===== config.mk =====
export PLATFORM = sky130hd
export DESIGN_NAME = sample_window_loader
export DESIGN_NICKNAME = d
export VERILOG_FILES = /design/src/rtl/sample_window_loader.sv
export SDC_FILE = /design/constraint.sdc
export NUM_CORES = 1
export LEC_CHECK = 0
export CAP_MARGIN = 20
export CORE_MARGIN = 4
export CORE_UTILIZATION = 48
export DETAILED_ROUTE_END_ITERATION = 10
export PLACE_DENSITY_LB_ADDON = 0.25
export SYNTH_ARGS = -nofsm -noshare
export SYNTH_HDL_FRONTEND = slang
export SYNTH_SLANG_ARGS = --single-unit

===== constraint.sdc =====
create_clock -name clk -period 2.42 [get_ports clk]
set_input_delay 0.242 -clock clk [delete_from_list [all_inputs] [get_ports clk]]
set_output_delay 0.242 -clock clk [all_outputs]
set_load 0.1 [all_outputs]

===== src/rtl/sample_window_loader.sv =====
// sample_window_loader
//   Upstream feeder for the 8-tap median filter stage. Samples arrive on a
//   valid/ready handshake, are buffered in a DEPTH-entry FIFO and are then
//   written round-robin into the filter's 8-slot register file. window_valid
//   qualifies the filter output once every slot holds a real sample.
//
// Ports
//   clk          clock
//   rst          synchronous reset, active-low
//   s_data       incoming sample
//   s_valid      s_data valid
//   s_ready      loader can accept s_data this cycle
//   hold         pause writes to the filter (FIFO keeps accepting)
//   flush        synchronous window restart (drops queued samples)
//   wr_data      sample to the filter register file
//   wr_addr      filter register slot
//   wr_en        write strobe to the filter
//   window_valid all slots written since the last reset or flush
//   fill_level   current FIFO occupancy
module sample_window_loader #(
    parameter int unsigned DEPTH  = 4,
    parameter int unsigned WINDOW = 8
) (
    input  logic                   clk,
    input  logic                   rst,
    input  logic [7:0]             s_data,
    input  logic                   s_valid,
    output logic                   s_ready,
    input  logic                   hold,
    input  logic                   flush,
    output logic [7:0]             wr_data,
    output logic [2:0]             wr_addr,
    output logic                   wr_en,
    output logic                   window_valid,
    output logic [$clog2(DEPTH):0] fill_level
);

    localparam int unsigned   PW   = $clog2(DEPTH);
    localparam int unsigned   CW   = PW + 1;
    localparam logic [CW-1:0] FULL = CW'(DEPTH);
    localparam logic [2:0]    LAST = 3'(WINDOW - 1);

    typedef enum logic {FILL, RUN} state_t;

    state_t        state;
    logic [7:0]    mem [DEPTH];
    logic [PW-1:0] rd_ptr;
    logic [PW-1:0] wr_ptr;
    logic [2:0]    slot;
    logic          push;
    logic          pop;

    // Readiness ignores a same-cycle pop: a full FIFO refuses input even
    // while it is draining.
    assign s_ready = (fill_level != FULL) && !flush && rst;
    assign push    = s_valid && s_ready;
    assign pop     = (fill_level != '0) && !hold && !flush;

    always_ff @(posedge clk) begin
        if (push) begin
            mem[wr_ptr] <= s_data;
        end
    end

    always_ff @(posedge clk) begin
        if (!rst) begin
            rd_ptr       <= '0;
            wr_ptr       <= '0;
            fill_level   <= '0;
            slot         <= '0;
            state        <= FILL;
            wr_en        <= 1'b0;
            wr_data      <= '0;
            wr_addr      <= '0;
            window_valid <= 1'b0;
        end else if (flush) begin
            // Filter contents are left alone; window_valid=0 marks them stale.
            rd_ptr       <= '0;
            wr_ptr       <= '0;
            fill_level   <= '0;
            slot         <= '0;
            state        <= FILL;
            wr_en        <= 1'b0;
            window_valid <= 1'b0;
        end else begin
            // Lags state by one edge so it rises when the filter actually
            // captures the last slot, not when that write is issued.
            window_valid <= (state == RUN);
            wr_en        <= pop;
            if (pop) begin
                wr_data <= mem[rd_ptr];
                wr_addr <= slot;
                slot    <= slot + 3'd1;
                rd_ptr  <= rd_ptr + PW'(1);
                if (slot == LAST) begin
                    state <= RUN;
                end
            end
            if (push) begin
                wr_ptr <= wr_ptr + PW'(1);
            end
            case ({push, pop})
                2'b10:   fill_level <= fill_level + CW'(1);
                2'b01:   fill_level <= fill_level - CW'(1);
                default: fill_level <= fill_level;
            endcase
        end
    end

endmodule


# Word level (Yosys, flattened, before mapping)

Memories as Yosys holds them, arrays and structs flattened. A register that Yosys moved wholly into a read port is not among the register bits.
Index checks and enable logic that the tools add are counted.

Add/sub/neg operators: 5
Equal/unequal tests: 4
Mux-type cells: 3
Bitwise logic cells: 2
Reductions and logical operators: 13

Operators with widths:

| cell                | count |
|---|---|
| $add 3x1->3 const B | 2 |
| $pmux 3 s2          | 1 |
| $logic_and 1x1->1   | 5 |
| $add 2x1->2 const B | 2 |
| $reduce_and 2->1    | 2 |
| $eq 3x3->1 const B  | 1 |
| $logic_not 1->1     | 3 |
| $ne 3x3->1 const B  | 1 |
| $reduce_bool 3->1   | 1 |
| $sub 3x1->3 const B | 1 |
| $eq 2x1->1 const B  | 1 |
| $eq 2x2->1 const B  | 1 |
| $mux 1              | 2 |
| $not 1->1           | 2 |
| $reduce_bool 2->1   | 1 |
| $reduce_or 2->1     | 1 |

Register bits after elaboration: 16
RAM bits: 32
Output and inout port bits: 17
Memories kept: 1

Memory list:

| memory | depth | bits a word | read ports | clocked after Yosys merged registers in | wr ports | RTL line | RTL |
|---|---|---|---|---|---|---|---|
| mem    | 4     | 8           | 1          | 1                                       | 1        | 46       | `logic [7:0] mem [DEPTH];` |

# Longest topological paths before layout

Word-level depth: 6
Depth in mapped cells: 10

# Worst setup path after synthesis

No wires, ideal clock.

Path kind: register to register
From: reg fill_level[2]
To: reg fill_level[2]
Library setup time: 0.070 ns
Arrival time: 2.888 ns
Setup slack: -0.538 ns
Stages on the path, launching flop included: 11
Period minus slack after synthesis: 2.958 ns
Cell sequence: dfxtp_1 -> or3b_1 -> and3_4 -> buf_6 -> inv_1 -> ha_1 -> inv_1 -> fa_1 -> xor2_1 -> or3_1 -> a21oi_1

Longest elaborated chain between the ends: 6
Elaborated cells on any way between the ends: 13

RTL lines:

| what                                            | RTL line | RTL |
|---|---|---|
| start, declared                                 | 35       | `output logic [$clog2(DEPTH):0] fill_level` |
| start signal, assigned                          | 103      | `2'b10: fill_level <= fill_level + CW'(1);` |
| start signal, assigned                          | 104      | `2'b01: fill_level <= fill_level - CW'(1);` |
| start signal, assigned                          | 105      | `default: fill_level <= fill_level;` |
| $ne 3x3->1                                      | 55       | `assign s_ready = (fill_level != FULL) && !flush && rst;` |
| $logic_and 1x1->1 (2 in a row)                  | 55       |  |
| $logic_and 1x1->1                               | 56       | `assign push = s_valid && s_ready;` |
| $eq 2x1->1 or $eq 2x2->1 (tied branches)        | 102      | `case ({push, pop})` |
| $pmux 3 s2 or $reduce_bool 2->1 (tied branches) | n/a      |  |

Several ways; a longest one is shown, not always the timed one.
A chain may end at the register's enable or synchronous reset.

# Worst setup path in the final report

From: reg fill_level[0]
To: reg fill_level[2]

The elaborated chain is that of the path after synthesis.

==> results.md <==
* Total track usage at 14.23%
* Number of enable-type register cells in the synthesized netlist at 32
* Final-layout fill cell count at 338
* Cell Chain, Critical Path: or3b_1 -> and3_4 -> inv_1 -> ha_2 -> inv_1 -> fa_2 -> xor2_1 -> or3_1 -> a21oi_1
* Net total in the final layout at 215
* Routed Antenna Nets at 0
* Peak per-stage delay on the critical path at 0.40 ns
* CP endpoint kind: flip-flop
* First-pass GRT wire length at 6437 microns
* Clock network fraction of total power at 31.5%
* Number of library cell types mapped by synthesis at 34
* Port-buffer cells at 29
* Post-placement worst setup slack at 0.04440 ns
* Half-perimeter wire length after placement at 2915 microns
* Vertical extent of the die at 76.48 microns
* Peak supply drop at 0.0002632 V
* Logic gate share of total power at 6.1%
* Arr. time, crit path at 2.45 ns
* Area added between synthesis and finish at 19.18%
* Final count of hold timing violations at 0
* Clock-pin slew on the worst setup and hold paths at 0.09 ns
* Clock Sink Count at 56
* Unrepaired setup endpoints after global routing: false
* Most used flip-flop cell after synthesis: edfxtp_1
* Effective utilization at floorplan at 50.65%
* Final max-slew violation count at 0
* TritonCTS clock tree: done
* Post-synth net total at 181
* Critical path startpoint category: flip-flop
* Smallest hold slack at 0.4625 ns
* H-Tree Level Count at 2
* Number of buffers inserted during clock tree synthesis at 5
* Required time of the critical path at 2.65 ns
* Count of state elements after synthesis at 56
* Utilization after layout at 60.36%
* Share of async-settable or async-resettable flops after synthesis at 0%
* Total routed wirelength at 3902 microns
* Cell seen most often among critical-path stages: inv_1
* Cell taking the most area after synthesis: edfxtp_1
* Net switching fraction of the power at 20.83%
* Post-synth design cell area at 0.002251 sq mm
* Placeable core area at 0.004444 sq mm
* Wire length per cell after detailed routing at 15.80 microns
* Design internal power at 1.286 mW
* Sequential power share at 62.5%
* Yosys top cell area share at 42.69%
* Type of the setup path with the least slack: flip-flop to flip-flop
* Clock tree root buffer cell: clkbuf_8
* Starting DRC count in detailed routing at 39
* Power per cell area at 605.3 mW/mm^2
* Maximum fanout along the worst path at 6
* Placed Cells incl. Taps at 239
* Final cell area excluding filler cells at 0.002683 sq mm
* Top-level port count at 30
* Measured slew at the worst slew-check pin at 0.6067 ns
* Die Width at 76.48 microns
* Fin worst setup slack at 0.1980 ns
* Deepest clock path buffer count at 2
* Maximum clock skew at final layout at 0.004871 ns
* Total number of vias at 1330
* Number of max-cap violations at 0
* Post-CTS repair timing setup buffer count at 0
* Total Neg Setup Slack at 0 ns
* Via count of the first global-routing pass at 1277
* # resized after CTS at 0
* Post-route DRC at 0
* Number of buffers inserted for hold repair after clock tree synthesis at 0
* Initial antenna violation count at 0
* Power Total at 1.624 mW
* Relative slew margins at 59.50%
* Layout cell share with drive strength beyond 1 at 26.67%
* Top post-synthesis cells by area: edfxtp_1 (43%), dfxtp_1 (21%), mux4_2 (8.0%)
* Number of non-filler instances in the completed layout at 247
* Achievable Freq at 0.4500 GHz
* Leakage at 0.9223 nW
* Residual overflow from global routing at 0
* Synthesized netlist cell count at 160
* Fraction of the cycle the final worst path needs at 91.82%
* Net load switching power at 338.3 uW
* Final Wtd Congestion at 0.7899
* Status: completed
* Maximum number of pins on one net before global-route repair at 16
* Source-to-sink clock delay at the later pin of the worst-skew pair at 0.30 ns
* Row count at 24
* First-pass iteration count of the detailed router at 6
* Routed vias/inst at 5.385
* Critical Path Slowest Stage Cell: or3b_1
* Type of the most critical hold path: flip-flop to flip-flop
* Antenna Cells at 0
* Area enclosed by the die boundary at 0.005849 sq mm
* Avg Synthesized Cell Area at 14.07 sq um
* Proportion of synthesized chip area in sequential cells at 64.04%
* Total number of yosys warnings at 0
* Number of setup violations in the final report at 0
* Min Clock Period, post-route at 2.222 ns
* Placement Cell Area at 0.002592 sq mm
-- critical path: cells and delay by family, from the launching register on --
kind	cells	cell delay [ns]
and+or+nand+nor	3	0.88
xor gates and xnor gates	1	0.15
DFF	1	0.37
AOI/OAI and AO/OA	1	0.12
adders and majority gates	2	0.52
buffers and inverters	2	0.12
-- placed cells by master, fill, tap and decap left out, drive strengths merged --
cell,n
mux4,8
buf,23
or4,1
a21oi,11
xor2,2
ha,7
fa,1
or3,3
o31ai,1
dfxtp,24
or3b,1
o2bb2ai,8
and2,6
and3,1
clkbuf,8
mux2i,1
nand3,7
nor2b,1
nand2,9
inv,8
nor2,6
mux2,1
o21ai,8
or2,1
edfxtp,32
clkdlybuf4s50,12
nand2b,2
nor3,2
-- power by group through the flow --
stage / Combinational, mW / Sequential [mW] / Clock [mW]
3_5_place_dp: 0.0983 / 1.04 / 0
5_1_grt: 0.106 / 1.02 / 0.572
6_report: 0.0983 / 1.01 / 0.511
2_1_floorplan: 0.0436 / 1.05 / 0
4_1_cts: 0.0987 / 1.01 / 0.526
3_3_place_gp: 0.0953 / 1.04 / 0
-- sequential cells by signal (all words and copies together), names as in the netlist, 2 cells and up --
register / count
wr_addr: 3
wr_data: 8
rd_ptr: 2
mem: 32
fill_level: 3
slot: 3
wr_ptr: 2
-- cell families after synthesis --
logic type,synth area share (%)
compound gates,7.671
mux,9.116
simple gates,10.28
xor+xnor,0.7784
buf+inv,3.335
fa+ha+maj,4.780
flops,64.04
-- final timing paths --
path	from	end	slack, ns	cells past startpoint
setup reg to reg	fill_level[0]	fill_level[2]	0.20	9
hold reg to reg	wr_data[2]	wr_data[2]	0.46	2
hold / removal	wr_data[2]	wr_data[2]	0.46	2
setup / recovery	fill_level[0]	fill_level[2]	0.20	9
-- routing by layer --
layer	vias up	global-route usage (%)	wire, microns
met5	-	0	0
met4	0	5.435	61
met3	6	4.492	185
met2	29	23.46	1960
met1	642	17.45	1694
li1	653	-	-
-- layout make-up --
| class | instances | area (sq um) | area share (%) |
|---|---|---|---|
| Timing Repair Buffer | 35 | 305.3 | 11.38 |
| Clock buffer | 8 | 90.09 | 3.358 |
| Inverter | 8 | 30.03 | 1.119 |
| Multi-Input combinational cell | 88 | 739.5 | 27.57 |
| Sequential cell | 56 | 1453 | 54.15 |
| Tap cell | 52 | 65.06 | 2.425 |
-- synth_stat cells, drive strengths merged, types with 2 or more instances --
library cell / instances
nand2b: 2
nor2: 6
nor3: 2
a21oi: 11
or3: 3
and2: 6
nand2: 9
nand3: 7
edfxtp: 32
mux4: 8
inv: 8
dfxtp: 24
clkbuf: 2
o2bb2ai: 8
ha: 7
buf: 6
xor2: 2
o21ai: 8
Power figures use the tool's default switching activity.
